## src/rtl/serial_tx_framer.sv

```systemverilog
// serial_tx_framer: serializes one parallel word per frame onto a UART-style TX line.
// Each frame is a start bit, DATA_W data bits sent LSB first, an optional parity bit,
// and STOP_BITS stop bits.
// Ports:
//   clk_i        system clock
//   clr_n_i      asynchronous active-low reset
//   din_i        word to transmit
//   din_valid_i  din_i holds a word
//   din_ready_o  framer can accept a word
//   tick_i       single-cycle bit-period pulse from the bit counter
//   cnt_ce_o     bit counter enable
//   cnt_clr_o    bit counter clear
//   tx_o         serial line, idles high
//   busy_o       frame in progress
//   done_o       one-cycle pulse at frame end
module serial_tx_framer #(
    parameter int DATA_W     = 8,
    parameter int PARITY_EN  = 1,
    parameter int PARITY_ODD = 0,
    parameter int STOP_BITS  = 1
) (
    input  logic              clk_i,
    input  logic              clr_n_i,
    input  logic [DATA_W-1:0] din_i,
    input  logic              din_valid_i,
    output logic              din_ready_o,
    input  logic              tick_i,
    output logic              cnt_ce_o,
    output logic              cnt_clr_o,
    output logic              tx_o,
    output logic              busy_o,
    output logic              done_o
);
    localparam int IW = DATA_W > 1 ? $clog2(DATA_W) : 1;

    typedef enum logic [2:0] {IDLE, START, DATA, PARITY, STOP} state_t;

    state_t            state_q, state_d;
    logic [DATA_W-1:0] shreg_q, shreg_d;
    logic [IW-1:0]     idx_q, idx_d;
    logic              stop_q, stop_d;
    logic              par_q, par_d;
    logic              tx_q, tx_d;
    logic              ready_q, ready_d;
    logic              busy_q, busy_d;
    logic              done_q, done_d;
    logic              ce_q, ce_d;
    logic              clr_q, clr_d;

    always_ff @(posedge clk_i or negedge clr_n_i) begin
        if (!clr_n_i) begin
            state_q <= IDLE;
            shreg_q <= '0;
            idx_q   <= '0;
            stop_q  <= 1'b0;
            par_q   <= 1'b0;
            tx_q    <= 1'b1;
            ready_q <= 1'b1;
            busy_q  <= 1'b0;
            done_q  <= 1'b0;
            ce_q    <= 1'b0;
            clr_q   <= 1'b1;
        end else begin
            state_q <= state_d;
            shreg_q <= shreg_d;
            idx_q   <= idx_d;
            stop_q  <= stop_d;
            par_q   <= par_d;
            tx_q    <= tx_d;
            ready_q <= ready_d;
            busy_q  <= busy_d;
            done_q  <= done_d;
            ce_q    <= ce_d;
            clr_q   <= clr_d;
        end
    end

    always_comb begin
        state_d = state_q;
        shreg_d = shreg_q;
        idx_d   = idx_q;
        stop_d  = stop_q;
        par_d   = par_q;
        tx_d    = tx_q;
        ready_d = ready_q;
        busy_d  = busy_q;
        done_d  = 1'b0;
        ce_d    = ce_q;
        clr_d   = clr_q;
        case (state_q)
            IDLE: begin
                // Ticks are ignored here; the counter is held clear until accept.
                if (din_valid_i && ready_q) begin
                    shreg_d = din_i;
                    par_d   = (^din_i) ^ (PARITY_ODD != 0);
                    state_d = START;
                    tx_d    = 1'b0;
                    busy_d  = 1'b1;
                    ready_d = 1'b0;
                    clr_d   = 1'b0;
                    ce_d    = 1'b1;
                end
            end
            START: begin
                if (tick_i) begin
                    tx_d    = shreg_q[0];
                    state_d = DATA;
                    idx_d   = '0;
                end
            end
            DATA: begin
                if (tick_i) begin
                    if (idx_q != IW'(DATA_W - 1)) begin
                        shreg_d = shreg_q >> 1;
                        tx_d    = shreg_d[0];
                        idx_d   = idx_q + 1'b1;
                    end else if (PARITY_EN != 0) begin
                        state_d = PARITY;
                        tx_d    = par_q;
                    end else begin
                        state_d = STOP;
                        tx_d    = 1'b1;
                        stop_d  = 1'b0;
                    end
                end
            end
            PARITY: begin
                if (tick_i) begin
                    state_d = STOP;
                    tx_d    = 1'b1;
                    stop_d  = 1'b0;
                end
            end
            STOP: begin
                if (tick_i) begin
                    if (STOP_BITS == 2 && !stop_q) begin
                        stop_d = 1'b1;
                    end else begin
                        // Ready returns on this edge so a new word can be taken next edge.
                        state_d = IDLE;
                        tx_d    = 1'b1;
                        done_d  = 1'b1;
                        busy_d  = 1'b0;
                        ready_d = 1'b1;
                        ce_d    = 1'b0;
                        clr_d   = 1'b1;
                    end
                end
            end
            default: state_d = IDLE;
        endcase
    end

    assign tx_o        = tx_q;
    assign din_ready_o = ready_q;
    assign busy_o      = busy_q;
    assign done_o      = done_q;
    assign cnt_ce_o    = ce_q;
    assign cnt_clr_o   = clr_q;
endmodule

```

## config.mk

```make
export PLATFORM = sky130hd
export DESIGN_NAME = serial_tx_framer
export DESIGN_NICKNAME = d
export VERILOG_FILES = /design/src/rtl/serial_tx_framer.sv
export SDC_FILE = /design/constraint.sdc
export NUM_CORES = 1
export LEC_CHECK = 0
export ABC_AREA = 1
export CAP_MARGIN = 20
export CORE_MARGIN = 2
export CORE_UTILIZATION = 49
export DETAILED_ROUTE_END_ITERATION = 6
export DONT_BUFFER_PORTS = 1
export PLACE_DENSITY = 0.63
export SLEW_MARGIN = 20
export SYNTH_ARGS = -nofsm -noshare
export SYNTH_HDL_FRONTEND = slang
export SYNTH_SLANG_ARGS = --single-unit
```

## constraint.sdc

```tcl
create_clock -name clk_i -period 1.5 [get_ports clk_i]
set_clock_uncertainty 0.2 [all_clocks]
set_input_delay 0.225 -clock clk_i [delete_from_list [all_inputs] [get_ports clk_i]]
set_output_delay 0.225 -clock clk_i [all_outputs]
set_load 0.005 [all_outputs]
```

Word level (Yosys, flattened, before mapping):

Index checks and enable logic that the tools add are counted.

* bits in registers: 19
* logic and storage cells: 62

* $add $sub $neg: 1
* equal/unequal tests: 13
* muxes and demuxes: 26
* reduce and logical (&&, ||, !) cells: 14

Operator list (number)
* $mux W3: 8
* $mux W8: 3
* $pmux W8 S2: 1
* $pmux W3 S5: 1
* $ne A2 B2 Y1 const B: 7
* $mux W1: 9
* $reduce_and A4 Y1: 2
* $reduce_xor A8 Y1: 1
* $eq A3 B2 Y1 const B: 2
* $pmux W3 S2: 1
* $reduce_and A6 Y1: 1
* $reduce_bool A2 Y1: 3
* $reduce_and A5 Y1: 1
* $pmux W1 S2: 2
* $pmux W1 S4: 1
* $reduce_bool A4 Y1: 1
* $add A3 B1 Y3 const B: 1
* $eq A3 B1 Y1 const B: 1
* $eq A3 B3 Y1 const B: 1
* $logic_not A3 Y1: 1
* $ne A3 B3 Y1 const B: 1
* $reduce_and A3 Y1: 1
* $ne A2 B1 Y1 const B: 1
* $reduce_and A2 Y1: 1
* other kinds (2): 2

Logic depth before layout (Yosys ltp):

* depth after elaboration: 4
* depth in mapped cells: 10
* mapped depth without buffers: 10

Worst setup path before layout:

Ideal clock, no wire load.

* kind: register to register
* from: register idx_q[0]
* to: register shreg_q[6]
* arrival: 1.336 ns
* required time: 1.226 ns
* setup slack: -0.110 ns
* stages on the path, launching flop included: 9
* period minus slack after synthesis: 1.610 ns
* path through: dfrtp_1 > ha_1 > ha_1 > nor2_4 > nor2_4 > nor2_8 > buf_12 > nand2_2 > o21ai_2

* longest elaborated chain between the ends: 3

Ends and longest elaborated chain
* start: declaration: RTL line 40 `logic [IW-1:0] idx_q, idx_d;`
* start signal: assignment: RTL line 66 `idx_q <= idx_d;`
* $ne A3 B3 Y1: RTL line 113 `if (idx_q != IW'(DATA_W - 1)) begin`
* $ne A2 B2 Y1 (no line)
* $reduce_and A4 Y1 (no line)
* end signal: assignment: RTL line 65 `shreg_q <= shreg_d;`
* end: declaration: RTL line 39 `logic [DATA_W-1:0] shreg_q, shreg_d;`

Every way passes these cells.
A chain may end at the register's enable or synchronous reset.

Worst setup path after layout:

* from: register state_q[2]
* to: register shreg_q[1]

* longest elaborated chain between the ends: 3
* elaborated cells on any way between the ends: 8

Ends and longest elaborated chain
* start: declaration: RTL line 38 `state_t state_q, state_d;`
* start signal: assignment: RTL line 64 `state_q <= state_d;`
* $eq A3 B2 Y1 / $logic_not A3 Y1 (equally long branches): RTL line 90 `case (state_q)`
* $ne A2 B2 Y1 (no line) / $reduce_bool A2 Y1 (equally long branches)
* $reduce_and A4 Y1 (no line)

Parallel ways exist; a longest one is shown, timed or not.

==> flow_metrics.tcl <==
set metrics [dict create \
    start_util_pct 51.6 \
    dpl_worst_slack_ns -0.0717 \
    io_pins 18 \
    syn-num-nets 194 \
    drv_slew 0 \
    antenna_left 0 \
    vias_per_cell 4.91 \
    finish.utilization_pct 63.7 \
    netlist_area_sq_um 1280 \
    syn_to_final_growth_pct 23.5 \
    clkTransAtPathRegs_ns 0.12 \
    ys_seq_area_share_pct 37.4 \
    die_w_um 55.1 \
    grt_util_all_layers_pct 21.0 \
    drt-initial-drc-count 23 \
    wire_per_inst_um 11.5 \
    grt_max_degree 20 \
    synth-main-ff-cell "dfrtp_1" \
    hold_class "in -> reg" \
    cts_buffers 3 \
    antenna_found_initial 0 \
    vias 1129 \
    maxCapViolCount 0 \
    gp_congestion 0.734 \
    worstSkewPairLatency_ns 0.31 \
    ir_worst_vdd_uv 1240 \
    multi_input_comb_area_sq_um 743 \
    cts_buffer_depth 2 \
    cp.required_ns 1.51 \
    cts.sinks 19 \
    diodes 0 \
    setup_slack_ns -0.0749 \
    synth-edff-count 0 \
    fin_crit_sh_pct 105 \
    end_kind "flip-flop" \
    synth.top_cell.area_share_pct 33.3 \
    htree_levels 1 \
    hold_viol_final 0 \
    crit_arrival_ns 1.58 \
    yosysTopAreaCell "dfrtp_1" \
    cp-start-kind "flip-flop" \
    slew_headroom_pct 42.1 \
    drc 0 \
    powerDensity_nw_per_um2 1760 \
    async_flop_share_pct 100 \
    crit_type "reg -> reg" \
    drive_gt1_share_pct 29.0 \
    r2r_slack_ns -0.07 \
    grt_pass1_wl_um 4420 \
    core_sq_um 2480 \
    grt_overflow_total 0 \
    worst_slew_pin_slew_ns 0.866 \
    seqCellArea_sq_um 480 \
    worstPathMaxFanout 7 \
    rows 18 \
    post-route-min-period_ns 1.57 \
    wl_um 2650 \
    root_buffer "clkbuf_4" \
    hpwlAfterDp_um 1830 \
    setup_viol 11 \
    yosysMostFrequentCell "nand2_1" \
    netlist_instances 179 \
    violations "negative setup slack" \
    io_buffer_count 0 \
    cts_tree "done" \
    synthTopCellsByArea "dfrtp_1 33%, nand2_1 20%, inv_1 7.3%" \
    ys_ff_latch 19 \
    final_nets 216 \
    rsz0062_at_grt "true" \
    netlist-cell-type-count 24 \
    dieArea_sq_um 3030 \
    nFillCells 243 \
    timing.fmax_mhz 635 \
    yosys-top-cells-count "68 x nand2_1, 25 x inv_1, 17 x dfrtp_1" \
    grt_pass1_vias 1063 \
    leakage_nw 0.834 \
    die_y_um 55.1 \
    yosysWarningCount 0 \
    avgSynthCellArea_sq_um 7.14 \
    drt_pre_antenna_iters 4 \
    status "complete, but fails checks" \
]
## metal layers
layer  part of all wire, %  vias up  track usage [%]
met1                    49      520             27.8
met2                    46       15             32.9
met4                   2.0        0             9.76
met3                   2.6        4             4.03
li1                      -      590                -
met5                     0        -                0
## area by class of cell
| class | instances | share of cell area (%) |
|---|---|---|
| multi-input cells | 127 | 47.1 |
| repair buffers | 20 | 11.1 |
| well taps | 30 | 2.38 |
| flip-flops and latches | 19 | 30.4 |
| clock buffers | 3 | 1.43 |
| clock inverters | 1 | 0.317 |
| inverters | 30 | 7.29 |
## worst max-delay path: stages, from the launching register on
cell and delay (ns):
dfrtp_1 0.46, inv_2 0.10, nand2_4 0.10, nor2_4 0.05
nand2_2 0.10, nand2_4 0.10, nor2_4 0.27, o21ai_2 0.08
## logic make-up (layout without fill, tap and decap cells)
group	count (synthesis)	in the layout	share of synthesized area, %
compound gates	20	20	9.88
simple gates	102	103	37.0
fa+ha+maj	3	3	2.94
xor+xnor	1	1	0.685
flops	19	19	37.4
buf+inv	34	54	12.1
## power breakdown
part	switching, W	leakage [nW]	internal, W
Combinational	0.000992	0.581	0.000627
Clock	0.000183	0.0177	0.0000998
Sequential	0.000143	0.236	0.000731
Total	0.00132	0.834	0.00146
## layout by cell type, fill, tap and decap left out, types with 7 or more instances in the layout
cell / instances
buf_4: 10
nor2_1: 7
o21ai_2: 8
o21ai_0: 8
nand2_2: 8
dfrtp_1: 15
inv_1: 24
nand2_1: 64
dlygate4sd3_1: 10
## flip-flops by register name, summed over array words and instances (netlist names)
name / flops
shreg_q: 8
state_q: 3
done_o: 1
cnt_ce_o: 1
tx_o: 1
par_q: 1
cnt_clr_o: 1
idx_q: 3
## timing repair
action                                 4_1_cts  5_1_grt
setup endpoints to repair                   12       17
gates resized for setup                      5       14
pin swaps                                    3        5
buffers inserted                             1        3
endpoints found under the hold margin       32        0
hold buffers                                10        0
cloned                                       1        0
## path summary, 6_finish.rpt
kind | startpoint | endpoint | depth (start not counted)
setup / recovery | state_q[2] | shreg_q[1] | 7
hold / removal | din_valid_i | par_q | 4
setup reg to reg | state_q[2] | shreg_q[1] | 7
hold reg to reg | tx_o | tx_o | 2
max in group asynchronous | clr_n_i | state_q[1] | 1
min in group asynchronous | clr_n_i | state_q[2] | 1
## through the flow
stage	instance area [sq um]	power, W	hold slack [ns]	std cells	setup TNS, ns
after floorplan	1290	0.00208	-0.271	179	-0.00839
after CTS	1500	0.00265	0.00507	227	-0.585
final	1580	0.00278	0.0140	230	-0.586
after detailed placement	1340	0.00224	-0.270	211	-0.481
after global placement	1340	0.00220	-0.270	211	-0.218
after global routing	1580	0.00303	0.0209	230	-1.60
Note: power is estimated with default switching activity, not from simulation.
==> patch 1: new RTL, config.mk and constraints unchanged <==
The parameter `DATA_W` goes from 8 to 4.
--- a/src/rtl/serial_tx_framer.sv
+++ b/src/rtl/serial_tx_framer.sv
@@ -15,5 +15,5 @@
 //   done_o       one-cycle pulse at frame end
 module serial_tx_framer #(
-    parameter int DATA_W     = 8,
+    parameter int DATA_W     = 4,
     parameter int PARITY_EN  = 1,
     parameter int PARITY_ODD = 0,
Ports: changed (resized din_i); port bits go from 18 to 14. No check against the original RTL was run, so the function may have changed too.
==> patch 1 against the unedited design <==
Worst hold slack gained 16 ps; synthesized area fell by 32%; sequential cell count fell by 5; design area down 32%; maximum frequency grew 5.7%; sequential power is 19% lower; worst setup slack better by 85 ps; critical path depth unchanged; wire length shrank 28%; final cell count fell by 34%; total power decreased by 17%; critical endpoint is now state_q[1]; highest routed layer unchanged.
==> patch 1: results (changes against the unedited design) <==
metric,value,unit,change
status,finished clean,,"was finished, violations left"
yosys_warnings,0,,unchanged
clock_latency,280,ps,was 310 ps
multi_input_area,489,sq um,was 743 sq um
max_stage_delay,440,ps,was 460 ps
setup-tns-final,0,ps,was -586 ps
maxSlewHeadroom,58.3,%,was 42.1%
dp_hpwl,1400,um,was 1830 um
crit_path_end,state_q[1],,was shreg_q[1]
seq_area_frac_synth,40.6,%,was 37.4%
post_cts_buffers,0,,was 1
fin_nets,144,,was 216
synth_cell_types,18,,was 24
p_leak,0.000547,uW,was 0.000834 uW
drt_iter0_drc,25,,was 23
cts_resized,2,,was 5
rrSetupSlack,10,ps,was -70 ps
grt_start_max_net_pins,15,,was 20
ir_worst_vdd,1.09,mV,was 1.24 mV
grt_usage,19.9,%,was 21.0%
setup_slack,10.6,ps,was -74.9 ps
routed_wl,1900,um,was 2650 um
n_all_buffers,14,,was 20
p_comb,1320,uW,was 1620 uW
clk_pin_slew,90,ps,was 120 ps
placed_area,900,sq um,was 0.00134 sq mm
synth_area_leaders,"dfrtp_1 35%, nand2_1 21%, nand3_1 6.9%",,"was dfrtp_1 33%, nand2_1 20%, inv_1 7.3%"
drive_above_1_share,30.6,%,was 29.0%
synthCells,119,,was 179
p_clk,277,uW,was 283 uW
hold_buffers,6,,was 10
multi_input_gates,91,,was 127
min_from,din_i[3],,was din_valid_i
clockBufferCount,4,,was 3
p_total,2310,uW,was 2780 uW
antenna_cells,0,,unchanged
grt_pass1_wl,2940,um,was 4420 um
whs_path_depth,3,,was 4
numPortBuffers,0,,unchanged
top_regs,"shreg_q: 4 flops, state_q: 3 flops, idx_q: 2 flops",,"was shreg_q: 8 flops, idx_q: 3 flops, state_q: 3 flops"
dr.pass1.iters,4,,unchanged
num-nonclk-inverters,11,,was 30
p_int,1230,uW,was 1460 uW
seqCellArea,355,sq um,was 480 sq um
fill_cells,157,,was 243
grt_pass1_vias,702,,"was 1,063"
crit_fanout,4,,was 7
clkCellAreaFrac,3.40,%,was 1.74%
pre_cts_slack,-32.4,ps,was -71.7 ps
vias,779,,"was 1,129"
layout.nonclk_buf_share,11.3,%,was 11.1%
gp_congestion,0.850,,was 0.734
critPathTopFamily,simple AND/OR/NAND/NOR gates,,unchanged
worstPathArrival,1460,ps,was 1580 ps
-- patch 1: layer usage --
layer | vias to the layer above | routed length, um | share of wire [%] | global-route usage, %
li1 | 401 | - | - | -
met1 | 352 | 799 | 42 | 23.8
met2 | 20 | 980 | 52 | 33.3
met3 | 6 | 68 | 3.6 | 3.92
met4 | 0 | 52 | 2.7 | 10.3
met5 | - | 0 | 0 | 0
-- patch 1: through the flow --
stage          hold WS, ps  util (%)
6_report              30.2      63.1
5_1_grt               66.9      63.1
4_1_cts               40.1      59.1
3_5_place_dp          -270      53.3
3_3_place_gp          -270      53.3
2_1_floorplan         -271         -
-- patch 1: cells by family after synthesis --
kind of cell / after synthesis / share of synthesized area (%)
AO/OA/AOI/OAI: 6 / 3.45
XOR/XNOR: 2 / 2.01
flip-flops: 14 / 40.6
buffers and inverters: 14 / 8.06
AND/OR/NAND/NOR: 82 / 44.5
adder cells (fa/ha/maj): 1 / 1.44
==> patch 2: new RTL, config.mk and constraints unchanged <==
Without the edit above. `shreg_q` no longer has a reset.
--- a/src/rtl/serial_tx_framer.sv
+++ b/src/rtl/serial_tx_framer.sv
@@ -51,5 +51,4 @@
         if (!clr_n_i) begin
             state_q <= IDLE;
-            shreg_q <= '0;
             idx_q   <= '0;
             stop_q  <= 1'b0;
@@ -63,5 +62,4 @@
         end else begin
             state_q <= state_d;
-            shreg_q <= shreg_d;
             idx_q   <= idx_d;
             stop_q  <= stop_d;
@@ -74,4 +72,8 @@
             clr_q   <= clr_d;
         end
+    end
+
+    always_ff @(posedge clk_i) begin
+        shreg_q <= shreg_d;
     end
 
Formal check against the unedited RTL: same outputs for any inputs over 10 cycles, from zero or initial values; that may be too few to reach the edited logic, so the function may still have changed.
==> patch 2 against the unedited design <==
Worst setup slack worse by 51 ps; the flow still finishes with violations (setup timing); wire length is 15% lower; count of clock-buffer cells in the layout is 1 higher; largest power group unchanged; largest cell class is now sequential cells; non-clock buffer count is 3 lower; sequential cell count stayed put; synthesized area is 14% lower; total power is 12% lower; via count is 16% lower; design area is 13% lower; highest routed layer unchanged.
==> patch 2: results (changes against the unedited design) <==
metric,value,unit,change
multi_input_gates,97,,was 127
wl_met3,77,um,was 70 um
syn_nets,158,,was 194
avgSynthCellArea,7.64,sq um,was 7.14 sq um
clockBufferCount,4,,was 3
switching_share,40.6,%,was 47.5%
clkCellAreaFrac,1.91,%,was 1.74%
placed_cells,176,,was 211
fill_cells,186,,was 243
worstPathArrival,1430,ps,was 1580 ps
synth_cell_types,21,,was 24
grt_usage,19.0,%,was 21.0%
multi_input_area,519,sq um,was 743 sq um
ir_worst_vdd,1.04,mV,was 1.24 mV
hold_path_end,shreg_q[4],,was par_q
gp_congestion,0.737,,was 0.734
min_from,din_i[4],,was din_valid_i
whs,3.54,ps,was 14.0 ps
stdcell_count,190,,was 230
die_x,51.4,um,was 55.1 um
cts_resized,2,,was 5
n_all_buffers,17,,was 20
drive_above_1_share,21.6,%,was 29.0%
grt_start_max_net_pins,16,,was 20
pre_cts_slack,-145,ps,was -71.7 ps
max_stage_delay,400,ps,was 460 ps
critPathTopFamily,flip-flops,,was simple AND/OR/NAND/NOR gates
setup_slack,-126,ps,was -74.9 ps
grt_pass1_vias,930,,"was 1,063"
drt_iter0_drc,5,,was 23
setup-tns-final,-1100,ps,was -586 ps
multi_input_area_share,37.8,%,was 47.1%
finalSetupViolCount,13,,was 11
maxSlewHeadroom,66.0,%,was 42.1%
dr_wl_met2,1100,um,was 1220 um
wl_met1,1030,um,was 1310 um
seq_area_frac_synth,47.1,%,was 37.4%
violations,setup timing,,unchanged
routed_wl,2260,um,was 2650 um
dp_hpwl,1610,um,was 1830 um
cp.depth,4,,was 7
synth_edf_count,8,,was 0
hold_buffers,7,,was 10
status,"finished, violations left",,unchanged
crit_fanout,8,,was 7
whs_path_depth,2,,was 4
p_leak,0.000685,uW,was 0.000834 uW
placed_area,0.00119,sq mm,was 0.00134 sq mm
-- patch 2: cell types whose count changed after synthesis, sizes merged, moves of 4 or more --
cell	change
nand2	-17
dfrtp	-8
edfxtp	+8
inv	-5
o21ai	-5
nor2	-4
-- patch 2: logic make-up (layout without fill, tap and decap cells) --
family / count (synthesis) / in the layout / share of synthesized area (%)
AO/OA/AOI/OAI: 15 / 15 / 7.39
XOR/XNOR: 1 / 1 / 0.797
adder cells (fa/ha/maj): 2 / 2 / 2.27
buffers and inverters: 28 / 46 / 10.6
flip-flops: 19 / 19 / 47.1
AND/OR/NAND/NOR: 79 / 79 / 31.9
-- patch 2: routing by layer --
layer	global-route usage, %	up-vias
met4	7.89	0
met3	3.51	5
met5	0	-
met2	33.5	18
li1	-	483
met1	22.5	442
-- patch 2: power by group through the flow --
stage	registers, uW	logic (uW)	clock network (uW)
4_1_cts	977	1040	267
6_report	986	1190	263
2_1_floorplan	960	749	0
3_5_place_dp	987	986	0
3_3_place_gp	978	963	0
5_1_grt	1020	1310	292
